$ cat config.mk
export PLATFORM = sky130hd
export DESIGN_NAME = iir_biquad_seq
export DESIGN_NICKNAME = d
export VERILOG_FILES = /design/src/rtl/iir_pkg.sv /design/src/rtl/iir_biquad_mac.sv /design/src/rtl/iir_biquad_seq.sv
export SDC_FILE = /design/constraint.sdc
export NUM_CORES = 1
export LEC_CHECK = 0
export CAP_MARGIN = 15
export CORE_ASPECT_RATIO = 1.5
export CORE_UTILIZATION = 43
export CTS_BUF_LIST = sky130_fd_sc_hd__clkbuf_8
export DETAILED_ROUTE_END_ITERATION = 8
export HOLD_SLACK_MARGIN = 0.05
export MAX_ROUTING_LAYER = met4
export PLACE_DENSITY = 0.62
export RECOVER_POWER = 25
export SLEW_MARGIN = 30
export SYNTH_ARGS = -nofsm -noshare
export SYNTH_HDL_FRONTEND = slang
export SYNTH_SLANG_ARGS = --single-unit
export TNS_END_PERCENT = 50
$ cat constraint.sdc
create_clock -name clk -period 34.7 [get_ports clk]
set_input_delay 3.47 -clock clk [delete_from_list [all_inputs] [get_ports clk]]
set_output_delay 3.47 -clock clk [all_outputs]
set_load 0.03 [all_outputs]
$ cat src/rtl/iir_pkg.sv
// Shared types and constants for the sequential biquad IIR stage.
package iir_pkg;

  typedef enum logic [1:0] {
    IDLE = 2'd0,
    MAC  = 2'd1,
    OUT  = 2'd2
  } state_e;

  localparam int DW_DEF   = 16;
  localparam int CW_DEF   = 16;
  localparam int FRAC_DEF = 14;

  // Three guard bits cover the sum of five full-scale products.
  function automatic int acc_width(input int dw, input int cw);
    return dw + cw + 3;
  endfunction

  // Half an LSB of the output, preloaded so the final shift rounds half-up.
  function automatic int round_const(input int frac);
    return 1 << (frac - 1);
  endfunction

endpackage

$ cat src/rtl/iir_biquad_mac.sv
// Registered signed multiply-accumulate; one biquad term per enabled cycle, selected by idx.
module iir_biquad_mac
  import iir_pkg::*;
#(
  parameter int DW    = DW_DEF,
  parameter int CW    = CW_DEF,
  parameter int FRAC  = FRAC_DEF,
  parameter int ACC_W = acc_width(DW, CW)
) (
  input  logic                    clk,
  input  logic                    rst,
  input  logic                    clr_i,
  input  logic                    en_i,
  input  logic [2:0]              idx_i,
  input  logic signed [DW-1:0]    x0_i,
  input  logic signed [DW-1:0]    x1_i,
  input  logic signed [DW-1:0]    x2_i,
  input  logic signed [DW-1:0]    y1_i,
  input  logic signed [DW-1:0]    y2_i,
  input  logic signed [CW-1:0]    b0_i,
  input  logic signed [CW-1:0]    b1_i,
  input  logic signed [CW-1:0]    b2_i,
  input  logic signed [CW-1:0]    a1_i,
  input  logic signed [CW-1:0]    a2_i,
  output logic signed [ACC_W-1:0] acc_o
);

  localparam logic signed [ACC_W-1:0] ROUND = ACC_W'(round_const(FRAC));

  logic signed [DW-1:0]    op;
  logic signed [CW-1:0]    coef;
  logic                    sub;
  logic signed [DW+CW-1:0] prod;
  logic signed [ACC_W-1:0] acc_q, acc_d;

  always_comb begin
    op   = '0;
    coef = '0;
    sub  = 1'b0;
    case (idx_i)
      3'd0: begin op = x0_i; coef = b0_i; end
      3'd1: begin op = x1_i; coef = b1_i; end
      3'd2: begin op = x2_i; coef = b2_i; end
      3'd3: begin op = y1_i; coef = a1_i; sub = 1'b1; end
      3'd4: begin op = y2_i; coef = a2_i; sub = 1'b1; end
      default: ;
    endcase
    prod  = (DW+CW)'(op) * (DW+CW)'(coef);
    acc_d = sub ? (acc_q - ACC_W'(prod)) : (acc_q + ACC_W'(prod));
  end

  always_ff @(posedge clk or negedge rst) begin
    if (!rst) begin
      acc_q <= '0;
    end else if (clr_i) begin
      acc_q <= ROUND;
    end else if (en_i) begin
      acc_q <= acc_d;
    end
  end

  assign acc_o = acc_q;

endmodule

$ cat src/rtl/iir_biquad_seq.sv
// Time-shared biquad IIR: one filtered sample per clk_40k rising edge, 5 MAC cycles each.
// Define IIR_SAT_EN to clamp the result to the DW range instead of two's-complement wrap.
module iir_biquad_seq
  import iir_pkg::*;
#(
  parameter int DW   = DW_DEF,
  parameter int CW   = CW_DEF,
  parameter int FRAC = FRAC_DEF
) (
  input  logic                 clk,
  input  logic                 rst,
  input  logic                 clk_40k,
  input  logic signed [DW-1:0] din,
  input  logic signed [CW-1:0] b0,
  input  logic signed [CW-1:0] b1,
  input  logic signed [CW-1:0] b2,
  input  logic signed [CW-1:0] a1,
  input  logic signed [CW-1:0] a2,
  output logic signed [DW-1:0] dout,
  output logic                 dout_valid,
  output logic                 busy
);

  localparam int ACC_W = acc_width(DW, CW);

  state_e               state_q;
  logic                 clk_40k_q;
  logic [2:0]           idx_q;
  logic signed [DW-1:0] x0_q, x1_q, x2_q, y1_q, y2_q;
  logic signed [CW-1:0] b0_q, b1_q, b2_q, a1_q, a2_q;
  logic signed [DW-1:0] dout_q;
  logic                 dout_valid_q;
  logic                 busy_q;

  logic                    start;
  logic signed [ACC_W-1:0] acc;
  logic signed [DW-1:0]    result_d;

  // Edges arriving outside IDLE are dropped, never queued.
  assign start = clk_40k && !clk_40k_q && (state_q == IDLE);

  iir_biquad_mac #(
    .DW   (DW),
    .CW   (CW),
    .FRAC (FRAC),
    .ACC_W(ACC_W)
  ) u_mac (
    .clk  (clk),
    .rst  (rst),
    .clr_i(start),
    .en_i (state_q == MAC),
    .idx_i(idx_q),
    .x0_i (x0_q),
    .x1_i (x1_q),
    .x2_i (x2_q),
    .y1_i (y1_q),
    .y2_i (y2_q),
    .b0_i (b0_q),
    .b1_i (b1_q),
    .b2_i (b2_q),
    .a1_i (a1_q),
    .a2_i (a2_q),
    .acc_o(acc)
  );

`ifdef IIR_SAT_EN
  localparam logic signed [ACC_W-1:0] MAX_V = {{(ACC_W-DW+1){1'b0}}, {(DW-1){1'b1}}};
  localparam logic signed [ACC_W-1:0] MIN_V = {{(ACC_W-DW+1){1'b1}}, {(DW-1){1'b0}}};
  logic signed [ACC_W-1:0] shifted;

  always_comb begin
    shifted = acc >>> FRAC;
    if (shifted > MAX_V) begin
      result_d = MAX_V[DW-1:0];
    end else if (shifted < MIN_V) begin
      result_d = MIN_V[DW-1:0];
    end else begin
      result_d = shifted[DW-1:0];
    end
  end
`else
  always_comb begin
    result_d = DW'(acc >>> FRAC);
  end
`endif

  always_ff @(posedge clk or negedge rst) begin
    if (!rst) begin
      state_q      <= IDLE;
      clk_40k_q    <= 1'b0;
      idx_q        <= '0;
      x0_q         <= '0;
      x1_q         <= '0;
      x2_q         <= '0;
      y1_q         <= '0;
      y2_q         <= '0;
      b0_q         <= '0;
      b1_q         <= '0;
      b2_q         <= '0;
      a1_q         <= '0;
      a2_q         <= '0;
      dout_q       <= '0;
      dout_valid_q <= 1'b0;
      busy_q       <= 1'b0;
    end else begin
      clk_40k_q    <= clk_40k;
      dout_valid_q <= 1'b0;
      case (state_q)
        IDLE: begin
          if (start) begin
            x0_q    <= din;
            b0_q    <= b0;
            b1_q    <= b1;
            b2_q    <= b2;
            a1_q    <= a1;
            a2_q    <= a2;
            idx_q   <= '0;
            busy_q  <= 1'b1;
            state_q <= MAC;
          end
        end
        MAC: begin
          idx_q <= idx_q + 3'd1;
          if (idx_q == 3'd4) begin
            state_q <= OUT;
          end
        end
        OUT: begin
          // History stores the post-clamp/wrap value so feedback matches dout.
          dout_q       <= result_d;
          dout_valid_q <= 1'b1;
          x2_q         <= x1_q;
          x1_q         <= x0_q;
          y2_q         <= y1_q;
          y1_q         <= result_d;
          busy_q       <= 1'b0;
          state_q      <= IDLE;
        end
        default: begin
          state_q <= IDLE;
        end
      endcase
    end
  end

  assign dout       = dout_q;
  assign dout_valid = dout_valid_q;
  assign busy       = busy_q;

endmodule

# Yosys cells after proc, flatten, opt, wreduce, memory -nomap -nowiden
# Index checks and enable logic that the tools add are counted.
# op_classes
n_mul,1
add_sub_neg,3
n_mux,14
eq_ne,8
reduce_logical,13
# op_table
op,n
16-bit case mux with 5 select lines,2
35-bit two-way mux,3
35-bit by 32-bit adder with 35-bit output,1
35-bit by 32-bit subtractor with 35-bit output,1
16-bit by 16-bit multiplier with 32-bit output,1
2-bit AND reduction,4
"3-bit by 2-bit == test with 1-bit output, second input constant",2
3-bit case mux with 2 select lines,1
2-bit nonzero test,3
2-bit two-way mux,2
"2-bit != test, second input constant",2
2-bit case mux with 2 select lines,1
"3-bit by 1-bit adder with 3-bit output, second input constant",1
"3-bit by 1-bit == test with 1-bit output, second input constant",1
"3-bit == test, second input constant",1
3-bit zero test,1
1-bit two-way mux,3
3-bit two-way mux,1
"2-bit by 1-bit == test with 1-bit output, second input constant",1
"2-bit == test, second input constant",1
1-bit logical AND,2
2-bit zero test,1
1-bit case mux with 2 select lines,1
2-bit OR reduction,1
1-bit zero test,1
# totals
regBits,203
word_cells,55

# Longest topological paths before layout
# Gate-level depths: netlist (run 1).
# logic_depth
depth_word,7
ltp_mapped,48

# Cells and area by module
# Synthesis (run 1) repeated with hierarchy kept, for this count alone.
# hier_totals
hier_cells,2139
hier_area_um2,21191.6
# modules_own_cells
mod,seq_area_each_um2,instances,area_per_inst_um2,cells_per_inst
iir_biquad_mac,875.8,1,14923.1,1774
iir_biquad_seq,4204.0,1,6268.5,365

# Worst setup path before layout (run 1)
# No wires, ideal clock.
# synth_path
path_kind,register to register
start,reg idx_q[2]
end,reg u_mac.acc_q[29] (netlist: u_mac.acc_o[29])
setup_time_ns,0.126
setup_slack_ns,23.769
t_arrival_ns,10.805
required_ns,34.574
stages_incl_launch_ff,42
synth_period_minus_slack_ns,10.931
cell_sequence,dfrtp_1 clkbuf_1 clkbuf_1 buf_1 inv_1 ha_1 clkbuf_1 clkbuf_1 buf_1 a222oi_1 o21a_1 clkbuf_1 nor2_1 fa_1 fa_1 ha_1 fa_1 inv_1 (+6 left out) xnor2_1 nor3b_1 nand3_1 nor3_1 nor2_1 xnor2_1 ha_1 and3_1 a221o_1 a221oi_1 o21ai_0 o41ai_1 o21ai_0 a31o_2 a31oi_1 nor3_1 mux2_2 a311o_1
# synth_between
elab_chain_len,7
# synth_lines
item,line_no,rtl
start: declaration,iir_biquad_seq.sv:28,logic [2:0] idx_q;
start signal: assignment,iir_biquad_seq.sv:123,idx_q <= idx_q + 3'd1;
"3-bit == test, or another cell as far along",iir_biquad_mac.sv:40,case (idx_i)
16-bit case mux with 5 select lines,iir_biquad_mac.sv:40,
16-bit by 16-bit multiplier with 32-bit output,iir_biquad_mac.sv:48,prod = (DW+CW)'(op) * (DW+CW)'(coef);
35-bit by 32-bit adder with 35-bit output / 35-bit by 32-bit subtractor with 35-bit output (equally long branches),iir_biquad_mac.sv:49,acc_d = sub ? (acc_q - ACC_W'(prod)) : (acc_q + ACC_W'(prod));
35-bit two-way mux *,iir_biquad_mac.sv:49,
35-bit two-way mux *,iir_biquad_mac.sv:57,end else if (en_i) begin
35-bit two-way mux *,iir_biquad_mac.sv:55,end else if (clr_i) begin
end signal: assignment,iir_biquad_mac.sv:54,acc_q <= '0;
end signal: assignment,iir_biquad_mac.sv:56,acc_q <= ROUND;
end signal: assignment,iir_biquad_mac.sv:58,acc_q <= acc_d;
end: declaration,iir_biquad_mac.sv:34,"logic signed [ACC_W-1:0] acc_q, acc_d;"
# Every way passes the cells marked *; elsewhere a longest branch is shown, timed or not. The select of a mux whose other input is x is not followed.
# A chain may end at the register's enable or synchronous reset.

# Final worst setup path (run 1)
# Ends and elaborated chain as after synthesis.

==> results summary, run 1 <==
The run finished, with violations left. The checks that failed: max-capacitance violations, max-slew violations. The later pin in the worst-skew pair is clocked with a latency of 0.52 ns.

Measured against its own limit, the worst slew margin works out to -143%. Entering global routing, the biggest net connects 100 pins. The tightest min-delay check is of the reg2reg type. The final critical path takes up 39.0% of the cycle.

Among all flip-flop cells after synthesis, the most frequent one is sky130_fd_sc_hd__dfrtp_1. The family of cells with the greatest summed delay on the critical path is compound AO/OA/AOI/OAI gates. In this run, the number of DRC markers left after iteration 0 of detailed routing was 1030. STA puts the critical path data arrival time at 13.94 ns. The cell count after synthesis came out at 2212. The wire length per cell after detailed routing came out at 20.8 um. The final number of setup-violating endpoints came out at 0. After clock tree synthesis, the repair step resized 0 gates. The max capacitance violation total came out at 3. The half-perimeter wire length after detailed placement is 47.7 mm. The synthesized design devotes to its leading area cell type 25.1% of total area.

For this run, the total global-route usage over all layers was measured as 27.5%. STA classifies the critical path startpoint as a flip-flop. The total CTS buffers is 17. The initial cell density of the core is 43.5%. After detailed routing, the number of remaining DRC violations is 0. STA classifies the critical path endpoint as a flip-flop. The data required time at the worst endpoint came out at 35.10 ns.

The critical path class is reg2reg. Of all nets on the critical path, the largest fanout is 59. The overall die width is 177 um. For the pin with the worst max-slew slack, the measured transition is 3.65 ns. The die covers 0.0471 mm2. The level count of the clock H-tree is 4. In this run, post-CTS hold repair placed 0 buffers. The hold violation total from the final report was 0. In this run the clock root is driven by a sky130_fd_sc_hd__clkbuf_8. Cells with a size suffix above 1 make up 6.93% of the layout. The via count of the first global-routing pass is 16662.

The share of flip-flops with an asynchronous set or reset came out at 100%. After floorplanning, the core was divided into 96 placement rows. TritonCTS built the clock tree. Counting flops with a built-in enable in the synthesized netlist gives 0. The number of sinks handled by clock tree synthesis came out at 198. Counting flops and latches in the post-synthesis netlist gives 198. The global placement routability congestion is 0.965. For the final routed database, the setup TNS stands at 0 ns. The antenna violation net count after detailed routing came out at 0. The portion of the post-synthesis area used by sequential elements came out at 25.0%. The height of the chip came out at 265 um. The post-CTS setup repair buffer count is 0. The routed layout has 15916 vias. The via-per-instance ratio is 5.52. The filler cells instantiated in the layout total 4402.

The cell area after technology mapping came out at 0.0199 mm2. The number of placed I/O pins came out at 117. The final layout net count came out at 2743. The shortest clock period the worst path allows after layout came out at 13.54 ns. Setup repair after global routing left no endpoint under its margin. The delay contributed by the slowest stage of the critical path came out at 1.83 ns.

The synthesized net count came out at 2674. The routed wire length came out at 60.0 mm. The core outline area came out at 0.0456 mm2. Input and output buffers added on the ports amount to 116.

The clock transition at the registers of the reported paths came out at 0.11 ns. The area growth from synthesis to layout is 11.3%. The maximum buffer depth of the clock tree is 2. The Yosys warning count came out at 0. The initial antenna violation count is 1. The final clock skew came out at 0.0201 ns. The first global-routing pass estimated 94.2 mm of wire. The mean area per synthesized cell is 8.98 um2. The cell type with the highest occurrence count on the critical path is sky130_fd_sc_hd__inv_1. Of all cell types, the one taking the most synthesized area is sky130_fd_sc_hd__fa_1. After synthesis, the cell types taking the most area are sky130_fd_sc_hd__fa_1, sky130_fd_sc_hd__dfrtp_1, sky130_fd_sc_hd__nand2_1. The total grt overflow is 0. The number of different library cells in the post-synthesis netlist is 76.

The buffer and inverter count on the worst path is 8. The fmax is 0.0739 GHz. The slowest stage of the critical path is the sky130_fd_sc_hd__clkbuf_1 cell. The number of iterations in the first detailed-routing pass came out at 8. The max-slew violation total from the final report is 180.
## layout make-up
class | instances | area, um2 | area share [%]
Tap cell | 588 | 736 | 3.33
Multi-Input combinational cell | 1597 | 13400 | 60.5
Inverter | 324 | 1220 | 5.50
Sequential cell | 198 | 4960 | 22.4
Antenna cell | 1 | 2.50 | 0.0113
Clock inverter | 14 | 179 | 0.809
Clock buffer | 18 | 248 | 1.12
Timing Repair Buffer | 143 | 1390 | 6.27
## placed cells by master (no fill, tap or decap), types with 11 or more instances in the layout
master	n
sky130_fd_sc_hd__a21o_1	23
sky130_fd_sc_hd__a21oi_1	43
sky130_fd_sc_hd__a222oi_1	26
sky130_fd_sc_hd__a22oi_1	33
sky130_fd_sc_hd__buf_4	22
sky130_fd_sc_hd__clkbuf_8	18
sky130_fd_sc_hd__clkdlybuf4s50_1	115
sky130_fd_sc_hd__dfrtp_1	197
sky130_fd_sc_hd__fa_1	249
sky130_fd_sc_hd__ha_1	114
sky130_fd_sc_hd__inv_1	323
sky130_fd_sc_hd__mux2_2	66
sky130_fd_sc_hd__nand2_1	455
sky130_fd_sc_hd__nand2b_1	13
sky130_fd_sc_hd__nand3_1	46
sky130_fd_sc_hd__nor2_1	167
sky130_fd_sc_hd__nor2b_1	11
sky130_fd_sc_hd__nor3_1	23
sky130_fd_sc_hd__o21a_1	29
sky130_fd_sc_hd__o21ai_0	71
sky130_fd_sc_hd__o21ai_1	14
sky130_fd_sc_hd__xnor2_1	45
sky130_fd_sc_hd__xor2_1	32
## cell usage after synthesis, types with 43 or more instances
cell type,instances
sky130_fd_sc_hd__nand2_1,455
sky130_fd_sc_hd__inv_1,323
sky130_fd_sc_hd__fa_1,249
sky130_fd_sc_hd__dfrtp_1,198
sky130_fd_sc_hd__nor2_1,167
sky130_fd_sc_hd__ha_1,114
sky130_fd_sc_hd__clkbuf_1,81
sky130_fd_sc_hd__o21ai_0,78
sky130_fd_sc_hd__mux2_2,66
sky130_fd_sc_hd__nand3_1,46
sky130_fd_sc_hd__xnor2_1,45
sky130_fd_sc_hd__a21oi_1,43
## state kept, by name, indices dropped and copies added, names as in the netlist
| register | flops |
|---|---|
| dout_valid | 1 |
| x0_q | 16 |
| x1_q | 16 |
| b1_q | 16 |
| x2_q | 16 |
| b0_q | 16 |
| a1_q | 16 |
| u_mac.acc_o | 30 |
| dout | 16 |
| busy | 1 |
| b2_q | 16 |
| idx_q | 3 |
| y2_q | 16 |
| state_q | 2 |
| clk_40k_q | 1 |
| a2_q | 16 |
## worst min-delay path: cells and delay by family (launching register included)
family / cells / cell delay [ns]
flops: 1 / 0.36
simple gates: 2 / 0.10
## path summary, 6_finish.rpt
path,cells past startpoint,slack [ns],from,endpoint
max in group asynchronous,5,27.73,rst,u_mac.acc_o[17]
max reg2reg,39,21.16,idx_q[2],u_mac.acc_o[29]
min in group asynchronous,1,4.17,rst,b2_q[6]
max,39,21.16,idx_q[2],u_mac.acc_o[29]
min reg2reg,2,0.49,b1_q[10],b1_q[10]
min,2,0.49,b1_q[10],b1_q[10]
## routing by layer
layer,part of all wire [%],GRT usage (%)
met1,39,33.3
met2,52,46.8
met3,4.6,2.23
met4,4.2,11.6
met5,0,-
## metrics by stage
step	setup WS (ns)	util, %	std cells	hold WS, ns	cell area, um2
2_1_floorplan	23.77	-	2212	0.445	19900
3_5_place_dp	22.94	47.4	2848	0.464	21600
6_report	21.16	48.4	2883	0.487	22100
3_3_place_gp	23.16	47.4	2848	0.458	21600
4_1_cts	22.86	48.4	2880	0.491	22100
5_1_grt	20.32	48.4	2883	0.516	22100
## cells by family (layout without fill, tap and decap cells)
family | count (synthesis) | count (layout) | synth area share, %
mux | 69 | 69 | 3.89
fa+ha+maj | 363 | 363 | 32.3
xor+xnor | 79 | 79 | 3.56
compound gates | 316 | 316 | 11.2
simple gates | 770 | 770 | 16.2
other cells | 0 | 1 | 0
flops | 198 | 198 | 25.0
buf+inv | 417 | 499 | 7.89
Power of run 1 is not shown: default switching activity piles up to over one toggle a cycle in this logic, so the estimate is an artifact.
==> run 2: changes to the inputs <==
Clock period 34.7 ns to 12.6 ns, I/O delays scaled along.
==> run 2 against run 1 <==
Net effect: the flow still finishes with violations (max-capacitance violations, max-slew violations); non-clock buffer count is 10 higher; critical path type unchanged; clock skew grew 0.0078 ns; final area grew 0.12%; critical path depth up 1; critical endpoint unchanged.
==> results summary, run 2 (same netlist as run 1, synthesis figures left out) <==
The slowest stage of the critical path belongs to the cell sky130_fd_sc_hd__o41ai_1. The first-pass GRT wire length is 91.1 mm. The via count of the first global-routing pass is 16406. The cell sitting at the root of the clock tree is a sky130_fd_sc_hd__clkbuf_8. The half-perimeter wire length after detailed placement came out at 46.1 mm. In the final design database the tool counted 2753 nets. The area of the die came out at 0.0471 mm2. STA classifies the critical path startpoint as a flip-flop. The data arrival time of the worst path came out at 12.06 ns. Clock-pin slew was measured on the worst setup and hold paths at 0.12 ns. The overall die width is 177 um.

The cell type with the highest occurrence count on the critical path is sky130_fd_sc_hd__inv_1. STA puts the critical path data required time at 12.98 ns. In the final layout, the share of cells above drive strength 1 is 7.25%.

The height of the chip is 265 um. Post-CTS repair changed the size of 0 cells. The area growth from synthesis to layout is 11.5%. The via-per-instance ratio came out at 5.49.

The worst setup path is captured at a flip-flop. The worst-skew pair later-pin latency came out at 0.51 ns. Input and output buffers added on the ports amount to 116. The shortest clock period the worst path allows after layout came out at 11.68 ns.

The critical path class is reg2reg. The run finished, with violations left. Once detail routing completed, the nets flagged for antenna violations numbered 0. The initial antenna violation count came to 1. The number of fillers in the final layout came out at 4418. The post-CTS setup repair buffer count is 0. Row generation in the floorplan step produced 96 rows. At the end of routability-driven placement, the weighted congestion stood at 1.06. The fmax came out at 0.0856 GHz. Before antenna repair, the detailed router went through 8 iterations. The number of flip-flops under the largest register name is 30. Leaving out fill and tap cells, the most frequent cell in the layout is sky130_fd_sc_hd__nand2_1. The initial cell density of the core is 43.5%. The final worst-path cycle share is 92.7%.

The critical-path maximum fanout is 22. The final reports fail on max-capacitance violations, max-slew violations. The TritonCTS clock tree is yes. The total negative slack is 0 ns. The count of vias placed by the detailed router is 15880.

The max-slew violation total from the final report is 129. The slew at the pin with the worst max-slew slack came out at 3.90 ns. In the layout the commonest cells are sky130_fd_sc_hd__nand2_1, sky130_fd_sc_hd__inv_1, sky130_fd_sc_hd__fa_1. Setup repair after global routing left no endpoint under its margin. The total overflow left after global routing is 0. Entering global routing, the biggest net connects 127 pins. During I/O placement, the number of pins put on the boundary was 117.

The tool flagged a number of max-cap violations equal to 2. The routed wire length came out at 58.0 mm. The hold violation total from the final report is 0. The worst hold path belongs to the class reg2reg. In this run, post-CTS hold repair placed 0 buffers. The total CTS buffers is 17.

The final clock skew came out at 0.0279 ns. The level count of the clock H-tree came out at 4. The delay contributed by the slowest stage of the critical path is 0.60 ns. The DRC marker count from the first detailed-route iteration is 1126. The maximum buffer depth of the clock tree is 2. Global routing used 26.4% of the available tracks across all layers.

The core region is 0.0456 mm2. The final routed DRC violation total is 0. The register area is 0.00496 mm2.

In the final layout, the multi-input gates occupy 0.0134 mm2. Setup violations remaining at the end of the flow were counted as 0. The number of sinks handled by clock tree synthesis is 198. The worst-case headroom to the max-slew limit is -160%. After detailed routing, the average wire length per cell comes to 20.1 um.
run 2: cell count changes in the layout (fill, tap and decap cells not counted), sizes merged:
| cell | change |
|---|---|
| clkbuf | -1 |
| clkinvlp | -1 |
| inv | +2 |
| clkdlybuf4s50 | -1 |
| dlygate4sd3 | +1 |
| clkinv | -1 |
| buf | +11 |
run 2: layout make-up:
class                   instances  share of cell area [%]
multi-input cells            1597                    60.4
flip-flops and latches        198                    22.4
repair buffers                153                    6.49
inverters                     324                    5.49
well taps                     588                    3.32
clock buffers                  18                    1.12
clock inverters                14                   0.780
diodes                          1                  0.0113
run 2: path summary, 6_finish.rpt:
path	depth (start not counted)	start	slack [ns]	end
hold reg to reg	2	b1_q[13]	0.49	b1_q[13]
hold / removal	2	b1_q[13]	0.49	b1_q[13]
min in group asynchronous	1	rst	1.63	b0_q[10]
setup / recovery	40	idx_q[0]	0.92	u_mac.acc_o[29]
setup reg to reg	40	idx_q[0]	0.92	u_mac.acc_o[29]
max in group asynchronous	2	rst	6.17	a2_q[3]
run 2: stage by stage:
step / utilization [%] / hold WS [ns] / worst slack, ns / instance area, um2 / instances
floorplan: - / 0.445 / 1.67 / 19900 / 2212
global placement: 47.6 / 0.462 / 1.45 / 21700 / 2859
detailed placement: 47.6 / 0.464 / 1.13 / 21700 / 2859
CTS: 48.5 / 0.494 / 1.04 / 22100 / 2891
global route: 48.5 / 0.506 / 0.154 / 22100 / 2893
finish: 48.5 / 0.491 / 0.917 / 22100 / 2893
run 2: layer usage:
| layer | track usage, % | vias up | part of all wire [%] |
|---|---|---|---|
| met4 | 11.5 | 0 | 4.2 |
| met2 | 44.7 | 447 | 52 |
| li1 | - | 7270 | - |
| met3 | 2.59 | 102 | 4.4 |
| met5 | - | - | 0 |
| met1 | 31.8 | 8061 | 40 |
run 2: worst max-delay path: cells and delay by family (launching register included):
kind / cells / cell delay [ns]
flops: 1 / 0.44
buf+inv: 8 / 0.74
simple gates: 9 / 2.22
compound gates: 11 / 3.96
mux: 1 / 0.28
xor+xnor: 2 / 0.47
fa+ha+maj: 9 / 3.42
Power of run 2 is left out for the same reason.
==> variant (config.mk and constraints of run 2) <==
Encoding of `state_e`: now one-hot (3 bits for 3 states).
--- a/src/rtl/iir_pkg.sv
+++ b/src/rtl/iir_pkg.sv
@@ -1,10 +1,10 @@
 // Shared types and constants for the sequential biquad IIR stage.
 package iir_pkg;
 
-  typedef enum logic [1:0] {
-    IDLE = 2'd0,
-    MAC  = 2'd1,
-    OUT  = 2'd2
+  typedef enum logic [2:0] {
+    IDLE = 3'b001,
+    MAC  = 3'b010,
+    OUT  = 3'b100
   } state_e;
 
   localparam int DW_DEF   = 16;
Formal check against the unedited RTL: no difference found for any inputs over 4 cycles, from zero or initial values and one cycle with rst low; so few cycles prove little.
==> variant against run 2 <==
- the flow still finishes with violations (max-capacitance violations, max-slew violations)
- synthesized area is 1.9% lower
- cell area is 1.6% lower
- sequential cell count is 1 higher
- worst setup slack better by 0.47 ns
- wire length is 3.6% lower
- critical path depth is 1 higher
- clock skew is 0.0024 ns higher
- highest routed layer unchanged
Power is left out: the tool's default activity adds up to more than one toggle a clock period on the data nets, which glitch-free logic cannot reach.
==> variant: results (changes against run 2) <==
\begin{tabular}{lr}
\hline
Metric & Value \\
\hline
\multicolumn{2}{l}{\textbf{Status}} \\
\quad Status & finished with violations \\
\quad Failing checks & max-capacitance violations, max-slew violations \\
\multicolumn{2}{l}{\textbf{Placement}} \\
\quad DP HPWL & 45100 um (-2.2\%) \\
\quad Cells after DPL & 2608 (-8.8\%) \\
\quad Pre-CTS worst setup slack & 1.45 ns (+0.318 ns) \\
\multicolumn{2}{l}{\textbf{Setup path}} \\
\quad Reg2reg path depth & 41 (+2.5\%) \\
\quad Largest fanout on the critical path & 23 (+4.5\%) \\
\quad Top Family by Delay on Critical Path & adder cells \\
\quad Worst reg-to-reg setup slack & 1.39 ns (+0.47 ns) \\
\quad Worst path slowest cell & sky130\_fd\_sc\_hd\_\_o21a\_1 \\
\quad Peak per-stage delay on the critical path & 0.70 ns (+0.10 ns) \\
\multicolumn{2}{l}{\textbf{Global routing}} \\
\quad Met3 track demand over resource & 0.0208 (-0.00504) \\
\quad Met1 usage in global routing & 0.313 (-0.00476) \\
\quad Total track usage & 0.261 (-0.00253) \\
\quad Pin count of the biggest net entering global routing & 121 (-4.7\%) \\
\quad Global-route wire length before repair & 88600 um (-2.7\%) \\
\multicolumn{2}{l}{\textbf{Detailed routing}} \\
\quad Met2 wire len & 29600 um (-1.0\%) \\
\quad Total routed wirelength & 55900 um (-3.6\%) \\
\quad Violation count after the first detailed-route iteration & 878 (-22\%) \\
\quad Router iterations before antenna repair & 7 (-1) \\
\quad Detailed route wirelength on metal3 & 2210 um (-14\%) \\
\multicolumn{2}{l}{\textbf{Synthesis}} \\
\quad Most frequent cells after synthesis & sky130\_fd\_sc\_hd\_\_inv\_1 (316), sky130\_fd\_sc\_hd\_\_fa\_1 (249), sky130\_fd\_sc\_hd\_\_dfrtp\_1 (198) \\
\quad Sequential cell area fraction in the yosys report & 0.256 (+0.00612) \\
\quad Average size of a mapped cell & 9.98 um2 (+11\%) \\
\quad Post-synthesis net count & 2415 (-9.7\%) \\
\quad Number of unique standard cell types used by synthesis & 69 (-9.2\%) \\
\quad Cell types occupying the most area after synthesis & sky130\_fd\_sc\_hd\_\_fa\_1 (26\%), sky130\_fd\_sc\_hd\_\_dfrtp\_1 (25\%), sky130\_fd\_sc\_hd\_\_mux2\_2 (9.2\%) \\
\multicolumn{2}{l}{\textbf{Timing}} \\
\quad Count of final max-slew check failures & 123 (-4.7\%) \\
\quad Remaining max-slew budget at the tightest pin & -1.98 (-0.376) \\
\quad Worst hold margin & 0.504 ns (+0.0126 ns) \\
\multicolumn{2}{l}{\textbf{Cells and area}} \\
\quad Layout cells sized above 1 & 0.119 (+0.0460) \\
\quad Filler cells & 4204 (-4.8\%) \\
\multicolumn{2}{l}{\textbf{Hold path}} \\
\quad Worst min-delay path startpoint & u\_mac.acc\_o[12] \\
\quad Worst Hold Endpoint & u\_mac.acc\_o[12] \\
\multicolumn{2}{l}{\textbf{Job}} \\
\quad Max cap viols & 2 (unchanged) \\
\hline
\end{tabular}
==> variant: tightest hold or removal path: cells and delay by family, from the launching register on <==
kind	cells	cell delay, ns
AO/OA/AOI/OAI	1	0.06
AND/OR/NAND/NOR	1	0.05
flip-flops	1	0.36
==> variant: area by class of cell <==
cell class	count	area, um2	share of cell area
Multi-Input combinational cell	1363	13100	0.599
Sequential cell	199	4980	0.229
Timing Repair Buffer	148	1400	0.0640
Inverter	317	1190	0.0546
Tap cell	582	728	0.0334
Clock buffer	17	234	0.0107
Clock inverter	15	196	0.00902
Antenna cell	1	2.50	0.000115
==> variant: logic make-up after synthesis <==
kind of cell    after synthesis  share of synthesized area
xor+xnor                     89                     0.0411
flops                       199                      0.256
mux                         161                     0.0930
simple gates                451                      0.100
compound gates              299                      0.106
fa+ha+maj                   363                      0.329
buf+inv                     391                     0.0755
==> variant: per-stage QoR <==
step	utilization	cell area, um2
finish	0.486	21800
global route	0.486	21800
CTS	0.486	21800
detailed placement	0.476	21400
global placement	0.476	21300
floorplan	-	19500
